$ cat src/rtl/mdsp_dac_out_pkg.sv
// Shared constants and helpers for the DSP-to-DAC output stage.
// Optional dither is enabled by defining MDSP_DAC_OUT_DITHER_EN.
package mdsp_dac_out_pkg;

  localparam int unsigned DAC_BITS_DEF = 16;
  localparam int unsigned SAT_W        = 32;

  // Fibonacci LFSR, polynomial x^16 + x^14 + x^13 + x^11 + 1
  localparam logic [15:0] LFSR_SEED = 16'hACE1;

  function automatic logic [15:0] lfsr_next(input logic [15:0] s);
    return {s[14:0], s[15] ^ s[13] ^ s[12] ^ s[10]};
  endfunction

  // Clamp a signed value into the range of a 'bits'-wide two's complement word
  function automatic logic signed [SAT_W-1:0] saturate(input logic signed [SAT_W-1:0] v,
                                                       input int unsigned bits);
    logic signed [SAT_W-1:0] hi;
    logic signed [SAT_W-1:0] lo;
    hi = (32'sd1 <<< (bits - 1)) - 32'sd1;
    lo = -hi - 32'sd1;
    if (v > hi)      return hi;
    else if (v < lo) return lo;
    else             return v;
  endfunction

endpackage

$ cat src/rtl/mdsp_dac_out_if.sv
// Sample stream from the DSP core into the DAC output stage.
interface mdsp_dac_out_if #(
  parameter int unsigned g_in_bits = 24
);
  logic                        y_valid_i;
  logic signed [g_in_bits-1:0] y_i;
  logic                        y_req_o;

  modport master (output y_valid_i, output y_i, input y_req_o);
  modport slave  (input y_valid_i, input y_i, output y_req_o);
endinterface

$ cat src/rtl/mdsp_dac_out_sfifo.sv
// Synchronous FIFO with first-word fall-through: a word pushed in cycle N
// is visible on dout_o and poppable from cycle N+1.
module mdsp_sfifo #(
  parameter int unsigned g_width = 24,
  parameter int unsigned g_depth = 16
) (
  input  logic                       clk_i,
  input  logic                       rst_i,
  input  logic                       push_i,
  input  logic                       pop_i,
  input  logic [g_width-1:0]         din_i,
  output logic [g_width-1:0]         dout_o,
  output logic                       full_o,
  output logic                       empty_o,
  output logic [$clog2(g_depth):0]   level_o
);
  localparam int unsigned AW = $clog2(g_depth);

  logic [g_width-1:0] mem [g_depth];
  logic [AW-1:0]      wr_ptr;
  logic [AW-1:0]      rd_ptr;
  logic [AW:0]        count;

  // Storage array, no reset needed
  always_ff @(posedge clk_i) begin
    if (push_i) mem[wr_ptr] <= din_i;
  end

  // Pointers and fill count; reset discards contents
  always_ff @(posedge clk_i) begin
    if (rst_i) begin
      wr_ptr <= '0;
      rd_ptr <= '0;
      count  <= '0;
    end else begin
      if (push_i) wr_ptr <= wr_ptr + 1'b1;
      if (pop_i)  rd_ptr <= rd_ptr + 1'b1;
      case ({push_i, pop_i})
        2'b10:   count <= count + 1'b1;
        2'b01:   count <= count - 1'b1;
        default: count <= count;
      endcase
    end
  end

  assign dout_o  = mem[rd_ptr];
  assign full_o  = (count == (AW+1)'(g_depth));
  assign empty_o = (count == '0);
  assign level_o = count;

endmodule

$ cat src/rtl/mdsp_dac_out.sv
// DAC output stage: buffers DSP samples, pops one per rate tick, scales and
// saturates to DAC width and strobes the registered word out.
// Build option: MDSP_DAC_OUT_DITHER_EN adds LFSR dither before the shift.
module mdsp_dac_out
  import mdsp_dac_out_pkg::*;
#(
  parameter int unsigned g_in_bits       = 24,
  parameter int unsigned g_dac_bits      = DAC_BITS_DEF,
  parameter int unsigned g_shift         = 6,
  parameter int unsigned g_fifo_depth    = 16,
  parameter int unsigned g_div_bits      = 16,
  parameter bit          g_offset_binary = 1'b1
) (
  input  logic                             clk_i,
  input  logic                             rst_i,
  mdsp_dac_out_if.slave                    y_if,
  input  logic                             en_i,
  input  logic [g_div_bits-1:0]            rate_div_i,
  input  logic                             clr_flags_i,
  output logic [g_dac_bits-1:0]            dac_data_o,
  output logic                             dac_strobe_o,
  output logic                             ovf_o,
  output logic                             unf_o,
  output logic [$clog2(g_fifo_depth):0]    level_o
);
  localparam int unsigned LW = $clog2(g_fifo_depth) + 1;
  localparam logic [g_dac_bits-1:0] MID =
    g_offset_binary ? {1'b1, {(g_dac_bits-1){1'b0}}} : '0;

  logic [g_div_bits-1:0]       cnt;
  logic                        tick, push, pop, full, empty;
  logic                        ovf_evt, unf_evt;
  logic [LW-1:0]               level;
  logic [g_in_bits-1:0]        head;
  logic [g_in_bits:0]          sum;
  logic signed [g_in_bits:0]   shifted;
  logic signed [SAT_W-1:0]     sat;
  logic [g_dac_bits-1:0]       word;

  mdsp_sfifo #(.g_width(g_in_bits), .g_depth(g_fifo_depth)) u_fifo (
    .clk_i   (clk_i),
    .rst_i   (rst_i),
    .push_i  (push),
    .pop_i   (pop),
    .din_i   (y_if.y_i),
    .dout_o  (head),
    .full_o  (full),
    .empty_o (empty),
    .level_o (level)
  );

  // One slot held back for the sample the core already has in flight
  assign y_if.y_req_o = !rst_i && (level < LW'(g_fifo_depth - 1));
  assign level_o      = level;

  // Tick and handshake decode; a pop in the same cycle frees a slot for a push when full
  always_comb begin
    tick    = en_i && ((rate_div_i <= g_div_bits'(1)) || (cnt >= rate_div_i - 1'b1));
    pop     = tick && !empty;
    push    = y_if.y_valid_i && (!full || pop);
    ovf_evt = y_if.y_valid_i && full && !pop;
    unf_evt = tick && empty;
  end

  // Rate divider counter
  always_ff @(posedge clk_i) begin
    if (rst_i || !en_i || tick) cnt <= '0;
    else                        cnt <= cnt + 1'b1;
  end

`ifdef MDSP_DAC_OUT_DITHER_EN
  localparam logic [15:0] DMASK = 16'((32'd1 << g_shift) - 32'd1);
  logic [15:0] lfsr;

  // Dither source advances once per popped sample
  always_ff @(posedge clk_i) begin
    if (rst_i)    lfsr <= LFSR_SEED;
    else if (pop) lfsr <= lfsr_next(lfsr);
  end

  // Widen by one bit so dither cannot wrap a full-scale sample
  always_comb begin
    sum = {head[g_in_bits-1], head} + {{(g_in_bits-15){1'b0}}, lfsr & DMASK};
  end
`else
  // Plain truncation: sign-extend only
  always_comb begin
    sum = {head[g_in_bits-1], head};
  end
`endif

  // Shift, saturate to DAC range, apply output coding
  always_comb begin
    shifted = $signed(sum) >>> g_shift;
    sat     = saturate(SAT_W'(shifted), g_dac_bits);
    word    = sat[g_dac_bits-1:0] ^ MID;
  end

  // DAC word register; an empty tick still strobes and repeats the last word
  always_ff @(posedge clk_i) begin
    if (rst_i) begin
      dac_data_o   <= MID;
      dac_strobe_o <= 1'b0;
    end else if (!en_i) begin
      dac_data_o   <= MID;
      dac_strobe_o <= 1'b0;
    end else begin
      dac_strobe_o <= tick;
      if (pop) dac_data_o <= word;
    end
  end

  // Sticky flags; a new event outranks a simultaneous clear
  always_ff @(posedge clk_i) begin
    if (rst_i) begin
      ovf_o <= 1'b0;
      unf_o <= 1'b0;
    end else begin
      ovf_o <= ovf_evt || (ovf_o && !clr_flags_i);
      unf_o <= unf_evt || (unf_o && !clr_flags_i);
    end
  end

endmodule

$ cat src/flat_wrapper.sv
// flat-port wrapper written by rule: the top's interface ports become plain ports
module mdsp_dac_out_flat import mdsp_dac_out_pkg::*;
#(
  parameter int unsigned g_in_bits       = 24,
  parameter int unsigned g_dac_bits      = DAC_BITS_DEF,
  parameter int unsigned g_shift         = 6,
  parameter int unsigned g_fifo_depth    = 16,
  parameter int unsigned g_div_bits      = 16,
  parameter bit          g_offset_binary = 1'b1
)
  (clk_i, rst_i, en_i, rate_div_i, clr_flags_i, dac_data_o, dac_strobe_o, ovf_o, unf_o, level_o, y_if_y_valid_i, y_if_y_i, y_if_y_req_o);
  mdsp_dac_out_if #(.g_in_bits(g_in_bits)) y_if_i ();
  input  logic clk_i;
  input  logic rst_i;
  input  logic en_i;
  input  logic [g_div_bits-1:0] rate_div_i;
  input  logic clr_flags_i;
  output logic [g_dac_bits-1:0] dac_data_o;
  output logic dac_strobe_o;
  output logic ovf_o;
  output logic unf_o;
  output logic [$clog2(g_fifo_depth):0] level_o;
  input wire logic [$bits(y_if_i.y_valid_i)-1:0] y_if_y_valid_i;
  input wire logic [$bits(y_if_i.y_i)-1:0] y_if_y_i;
  output wire logic [$bits(y_if_i.y_req_o)-1:0] y_if_y_req_o;
  assign y_if_i.y_valid_i = y_if_y_valid_i;
  assign y_if_i.y_i = y_if_y_i;
  assign y_if_y_req_o = y_if_i.y_req_o;
  mdsp_dac_out #(.g_in_bits(g_in_bits), .g_dac_bits(g_dac_bits), .g_shift(g_shift), .g_fifo_depth(g_fifo_depth), .g_div_bits(g_div_bits), .g_offset_binary(g_offset_binary)) u_core (.clk_i(clk_i), .rst_i(rst_i), .y_if(y_if_i), .en_i(en_i), .rate_div_i(rate_div_i), .clr_flags_i(clr_flags_i), .dac_data_o(dac_data_o), .dac_strobe_o(dac_strobe_o), .ovf_o(ovf_o), .unf_o(unf_o), .level_o(level_o));
endmodule
$ cat config.mk
export PLATFORM = sky130hd
export DESIGN_NAME = mdsp_dac_out_flat
export DESIGN_NICKNAME = d
export VERILOG_FILES = /design/src/rtl/mdsp_dac_out_pkg.sv /design/src/rtl/mdsp_dac_out_if.sv /design/src/rtl/mdsp_dac_out_sfifo.sv /design/src/rtl/mdsp_dac_out.sv /design/src/flat_wrapper.sv
export SDC_FILE = /design/constraint.sdc
export NUM_CORES = 1
export LEC_CHECK = 0
export CAP_MARGIN = 20
export CELL_PAD_IN_SITES_DETAIL_PLACEMENT = 1
export CELL_PAD_IN_SITES_GLOBAL_PLACEMENT = 2
export CORE_MARGIN = 5
export CORE_UTILIZATION = 46
export CTS_CLUSTER_DIAMETER = 50
export DETAILED_ROUTE_END_ITERATION = 8
export HOLD_SLACK_MARGIN = 0.12
export PLACE_DENSITY = 0.86
export SLEW_MARGIN = 20
export SYNTH_ARGS = -nofsm -noshare
export SYNTH_HDL_FRONTEND = slang
export SYNTH_SLANG_ARGS = --single-unit
$ cat constraint.sdc
create_clock -name clk_i -period 7.4 [get_ports clk_i]
set_input_delay 1.11 -clock clk_i [delete_from_list [all_inputs] [get_ports clk_i]]
set_output_delay 1.11 -clock clk_i [all_outputs]
set_load 0.005 [all_outputs]
# After elaboration in Yosys (flattened, before gate mapping)
# Memories as Yosys holds them, arrays and structs flattened. A register that Yosys moved wholly into a read port is not among the register bits.
# Cells that the tools add are included.
[classes]
add_sub_neg = 6
n_mux = 7
n_bitwise = 2
n_lt_le_gt_ge = 5
eq_ne = 3
reduce_logical = 24
[op_table]
columns = ["operator", "count"]
rows = [
  ["two-way mux 16 bit", 2],
  ["> comparator 18 x 16 -> 1 bit (second input constant)", 1],
  ["less-than comparator 18 x 16 -> 1 bit (second input constant)", 1],
  ["adder 16 x 1 -> 16 bit (second input constant)", 1],
  [">= comparator 16 bit", 1],
  ["less-or-equal comparator 16 x 1 -> 1 bit (second input constant)", 1],
  ["subtractor 16 x 1 -> 16 bit (second input constant)", 1],
  ["one-hot mux 5 bit (2 select lines)", 1],
  ["logical AND 1 bit", 9],
  ["adder 4 x 1 -> 4 bit (second input constant)", 2],
  ["two-way mux 4 bit", 2],
  ["logical NOT 1 bit", 6],
  ["logical OR 1 bit", 6],
  ["adder 5 x 1 -> 5 bit (second input constant)", 1],
  ["== test 5 bit (second input constant)", 1],
  ["logical NOT 5 bit", 1],
  ["less-than comparator 5 x 4 -> 1 bit (second input constant)", 1],
  ["subtractor 5 x 1 -> 5 bit (second input constant)", 1],
  ["== test 2 x 1 -> 1 bit (second input constant)", 1],
  ["== test 2 bit (second input constant)", 1],
  ["two-way mux 1 bit", 2],
  ["inverter 1 bit", 2],
  ["nonzero test 2 bit", 1],
  ["OR reduction 2 bit", 1],
]
[word_totals]
n_memories = 1
reg_bits = 48
ram_bits = 384
inputBits = 45
word_cells = 56
out_inout_bits = 25
[memory_table]
columns = ["memory", "words", "word_bits", "rd", "rd_clocked_by_memory_dff", "wr", "line_no", "text"]
rows = [
  ["u_core.u_fifo.mem", 16, 24, 1, 1, 1, "mdsp_dac_out_sfifo.sv:19", "logic [g_width-1:0] mem [g_depth];"],
]

# Depth between registers and ports, before layout
[depth]
ltp_word = 9
mapped_depth = 20
depth_no_buf = 19

# Hierarchy
# Synthesis repeated with hierarchy kept, for this count alone.
[unflattened]
cells_unflattened = 951
hier_area_um2 = 17425.5
[by_module_without_submodules]
columns = ["module", "seq_area_each_um2", "n_inst", "cells_per_inst", "area_each_um2"]
rows = [
  ["mdsp_sfifo", 11871.4, 1, 704, 15329.7],
  ["mdsp_dac_out", 700.7, 1, 247, 2095.8],
]

# Least setup slack after synthesis
# Ideal clock, no wire load.
[synth_timing]
path_type = "input-to-reg"
from = "input rate_div_i[8]"
to = "register u_core.u_fifo.count[4] (netlist: u_core.u_fifo.level_o[4])"
stages = 17
required_time_ps = 7336
setup_ps = 64
path_slack_ps = 1901
arrival_time_ps = 5435
path_buffers = 1
cell_sequence = "or4_1 > or3_4 > nor3_1 > xnor2_1 > ha_1 > nand4_1 > or4_1 > o32ai_1 > o31a_2 > buf_4 > nand2_1 > fa_1 > inv_1 > a21o_1 > a21oi_1 > or4_1 > nand4_1"
[synth_via]
elab_chain_len = 9
elab_cells_between_ends = 12
cone_classes = "add/sub (1); order compare (2); eq/ne (2); mux (1); reduce/logical (6)"
[synth_rtl]
columns = ["item", "line_no", "text"]
rows = [
  ["from (decl)", "flat_wrapper.sv:16", "input logic [g_div_bits-1:0] rate_div_i;"],
  ["subtractor 16 x 1 -> 16 bit", "mdsp_dac_out.sv:58", "tick = en_i && ((rate_div_i <= g_div_bits'(1)) || (cnt >= rate_div_i - 1'b1));"],
  [">= comparator 16 bit", "mdsp_dac_out.sv:58", ""],
  ["logical OR 1 bit (*)", "mdsp_dac_out.sv:58", ""],
  ["logical AND 1 bit (*)", "mdsp_dac_out.sv:58", ""],
  ["logical AND 1 bit (*)", "mdsp_dac_out.sv:59", "pop = tick && !empty;"],
  ["logical OR 1 bit", "mdsp_dac_out.sv:60", "push = y_if.y_valid_i && (!full || pop);"],
  ["logical AND 1 bit", "mdsp_dac_out.sv:60", ""],
  ["== test 2 x 1 -> 1 bit / == test 2 bit (equally long branches)", "mdsp_dac_out_sfifo.sv:38", "case ({push_i, pop_i})"],
  ["one-hot mux 5 bit (2 select lines) / nonzero test 2 bit (equally long branches)", "-", ""],
  ["to (signal assigned)", "mdsp_dac_out_sfifo.sv:39", "2'b10: count <= count + 1'b1;"],
  ["to (signal assigned)", "mdsp_dac_out_sfifo.sv:40", "2'b01: count <= count - 1'b1;"],
  ["to (signal assigned)", "mdsp_dac_out_sfifo.sv:41", "default: count <= count;"],
  ["to (decl)", "mdsp_dac_out_sfifo.sv:22", "logic [AW:0] count;"],
]
# Every way passes the cells marked *; elsewhere a longest branch is shown, timed or not.
# A chain may end at the register's enable or synchronous reset.

# Worst setup path in the final report
[layout_timing]
from = "input rate_div_i[2]"
to = "memory u_core.u_fifo.mem[5][16] (enable)"
[layout_via]
elab_chain_len = 9
elab_cells_between_ends = 10
cone_classes = "add/sub (1); order compare (2); mux (2); reduce/logical (5)"
[layout_rtl]
columns = ["item", "line_no", "text"]
rows = [
  ["subtractor 16 x 1 -> 16 bit", "mdsp_dac_out.sv:58", ""],
  [">= comparator 16 bit", "mdsp_dac_out.sv:58", ""],
  ["logical OR 1 bit (*)", "mdsp_dac_out.sv:58", ""],
  ["logical AND 1 bit (*)", "mdsp_dac_out.sv:58", ""],
  ["logical AND 1 bit (*)", "mdsp_dac_out.sv:59", ""],
  ["logical OR 1 bit (*)", "mdsp_dac_out.sv:60", ""],
  ["logical AND 1 bit (*)", "mdsp_dac_out.sv:60", ""],
  ["two-way mux 1 bit (*)", "mdsp_dac_out_sfifo.sv:26", "if (push_i) mem[wr_ptr] <= din_i;"],
  ["two-way mux 1 bit (not written as such) (*)", "mdsp_dac_out_sfifo.sv:26", ""],
  ["to (decl)", "mdsp_dac_out_sfifo.sv:19", ""],
]
# Marked as above.

==> results.json <==
{
  "status": "finished, final reports clean",
  "synth_edf_count": 288,
  "num_antenna_cells": 0,
  "crit_arrival_ps": 6030,
  "cts-buffers-inserted": 37,
  "holdPathStages": 1,
  "vias": 7333,
  "power.leakage_uw": 0.005277,
  "cts.sinks": 340,
  "reg2reg_from": "u_core.cnt[13]",
  "dieArea_sq_um": 33740,
  "critPathCaptureType": "flop",
  "wire_per_inst_um": 24.80,
  "syn2layout_area_growth_pct": 16.79,
  "fmax_mhz": 170.5,
  "clk_pin_slew_ps": 50,
  "clk_path_buf_depth": 3,
  "regToRegSetupSlack_ps": 3640,
  "grt_pass1_wl_um": 48500,
  "async_flop_share_pct": 0,
  "worstSkewPairLatency_ps": 520,
  "antenna_found_initial": 1,
  "holdPathEnd": "u_core.cnt[0]",
  "power_density_nw_per_um2": 247.9,
  "hp-start": "u_core.cnt[0]",
  "synthDistinctLibCells": 52,
  "total_power_uw": 4017,
  "drtAntennaViolNets": 0,
  "wl_um": 31450,
  "syn_area_sq_um": 13880,
  "reg2reg_to": "u_core.u_fifo.mem[5][16]",
  "ff_latch_area_sq_um": 9694,
  "io_buffer_count": 63,
  "drcViolationCount": 0,
  "timing.setup.tns_ps": 0,
  "overflow": 0,
  "r2r_cells": 8,
  "drt-initial-drc-count": 508,
  "multiInputGateArea_sq_um": 3985,
  "post_cts_buffers": 0,
  "vdd_drop_max_mv": 0.2032,
  "required_ps": 7560,
  "place_hpwl_um": 18940,
  "period_needed_ps": 5864,
  "cts_tree": "yes",
  "hold_class": "reg2reg",
  "cts-resized-gates": 0,
  "n_fill_cell": 2687,
  "synth-main-ff-cell": "edfxtp_1",
  "cts_hold_buffers": 0,
  "period_share_pct": 79.25,
  "track_usage_pct": 19.00,
  "vias_per_cell": 5.783,
  "slew_violations": 0,
  "final_util_pct": 54.54,
  "skew_ps": 15.07,
  "crit_fanout": 18,
  "synth-seq-area-share_pct": 69.82,
  "gp_congestion": 0.7795,
  "dp_cells": 1203,
  "rsz0062_at_grt": "no",
  "syn-num-nets": 828,
  "synth_seq_cells": 340,
  "start_kind": "primary input",
  "cts_root_buf": "clkbuf_16",
  "critical_path_class": "in2reg",
  "hold_viol": 0,
  "yosysWarnings": 0,
  "die_width_um": 183.7,
  "syn_area_per_cell_sq_um": 18.38,
  "final_area_sq_um": 16210,
  "final_cells": 1268,
  "start_util_pct": 46.70,
  "die_h_um": 183.7,
  "io_pins": 70,
  "nets": 925,
  "cap_viol_max_count": 0,
  "layout-drive-gt1-share_pct": 22.32,
  "synth_cells": 755,
  "grt_max_degree": 70,
  "h-tree-depth": 2,
  "relSlewSlack_pct": 32.65,
  "tightest_slew_ps": 1010,
  "core_area_sq_um": 29720,
  "dr.pass1.iters": 5,
  "fp-row-count": 63,
  "grt_pass1_vias": 7870,
  "place_area_sq_um": 15060,
  "setup_viol": 0
}
[worst max path at each step]
stage | startpoint | endpoint | slack, ps | cells past startpoint
after floorplan | rate_div_i[8] | u_core.u_fifo.level_o[4] | 1900 | 17
after global placement | rate_div_i[2] | u_core.u_fifo.mem[6][17] | 1140 | 15
after detailed placement | rate_div_i[2] | u_core.u_fifo.mem[5][17] | 1050 | 15
after CTS | rate_div_i[2] | u_core.u_fifo.mem[5][16] | 1550 | 15
after global routing | rate_div_i[2] | u_core.u_fifo.mem[5][15] | 1170 | 15
final | rate_div_i[2] | u_core.u_fifo.mem[5][16] | 1540 | 15
[cell families (layout without fill, tap and decap cells)]
kind of cell | Yosys count | after routing | synth area share, %
AOI/OAI and AO/OA | 54 | 54 | 3.498
buffers and inverters | 50 | 173 | 1.469
and+or+nand+nor | 155 | 155 | 5.680
adders and majority gates | 28 | 28 | 2.578
DFF | 340 | 340 | 69.82
muxes | 99 | 99 | 15.13
xor gates and xnor gates | 29 | 29 | 1.830
[stage by stage]
stage               hold slack [ps]  setup WS, ps
global route                  528.1          1175
global placement              460.9          1144
detailed placement            492.7          1055
CTS                           508.0          1552
finish                        496.4          1536
floorplan                     437.1          1901
[power by group]
group	internal [uW]	switching [uW]
Clock	1010	724
Combinational	74.2	98.1
Sequential	2100	12.0
Total	3180	835
[flip-flops by register name, summed over array words and instances (netlist names), named ones only]
register / flops
u_core.unf_o: 1
u_core.dac_strobe_o: 1
u_core.u_fifo.mem: 288
u_core.u_fifo.rd_ptr: 4
u_core.u_fifo.level_o: 5
u_core.u_fifo.wr_ptr: 4
u_core.ovf_o: 1
u_core.cnt: 16
u_core.dac_data_o: 16
[worst max-delay path, cell delays in order]
cell             delay [ps]
clkdlybuf4s50_1         480
nor2_1                  170
nand3_1                 110
or3_1                   350
or3_1                   410
nor4_1                  260
xnor2_1                 120
ha_1                    320
nand4_1                 120
or4_1                   530
o32ai_1                 580
o31ai_2                 250
a21oi_2                 550
and3_1                  270
buf_4                   370
[Yosys cell counts, types with 5 or more instances]
master,instances,area [sq um]
nand4_1,8,50.05
mux2i_1,5,50.05
mux2_2,6,67.56
nand3_1,14,70.07
nor2b_1,24,150.1
ha_1,27,337.8
buf_2,10,50.05
a21oi_1,9,45.04
xnor2_1,17,148.9
and2_1,7,43.79
nor3_1,5,25.02
o21ai_0,5,25.02
edfxtp_1,288,8648
inv_1,19,71.32
dfxtp_1,52,1041
and3_1,17,106.4
nor2_1,45,168.9
nand2_1,22,82.58
o221a_2,15,168.9
mux4_2,88,1982
xor2_1,12,105.1
clkbuf_1,18,67.56
[final cells by class]
cell class | instances | area share, %
flip-flops and latches | 340 | 59.81
multi-input cells | 365 | 24.59
clock buffers | 47 | 6.207
repair buffers | 88 | 5.049
well taps | 390 | 3.011
clock inverters | 18 | 0.8723
inverters | 20 | 0.4632
[cells in the final DEF, fill, tap and decap left out, types with 19 or more instances in the layout]
master / n
mux4_2: 88
clkdlybuf4s50_1: 63
nor2b_1: 24
ha_1: 27
buf_4: 25
clkbuf_16: 39
nand2_1: 22
edfxtp_1: 288
inv_1: 19
nor2_1: 45
dfxtp_1: 50
[layer usage]
layer	GRT usage, %	up-vias	wire length (um)
met5	0	-	13
li1	-	3228	-
met2	32.98	247	16320
met3	3.502	42	1989
met4	4.230	2	443
met1	25.27	3814	12680
No activity file was read; power rests on OpenSTA's default activity.
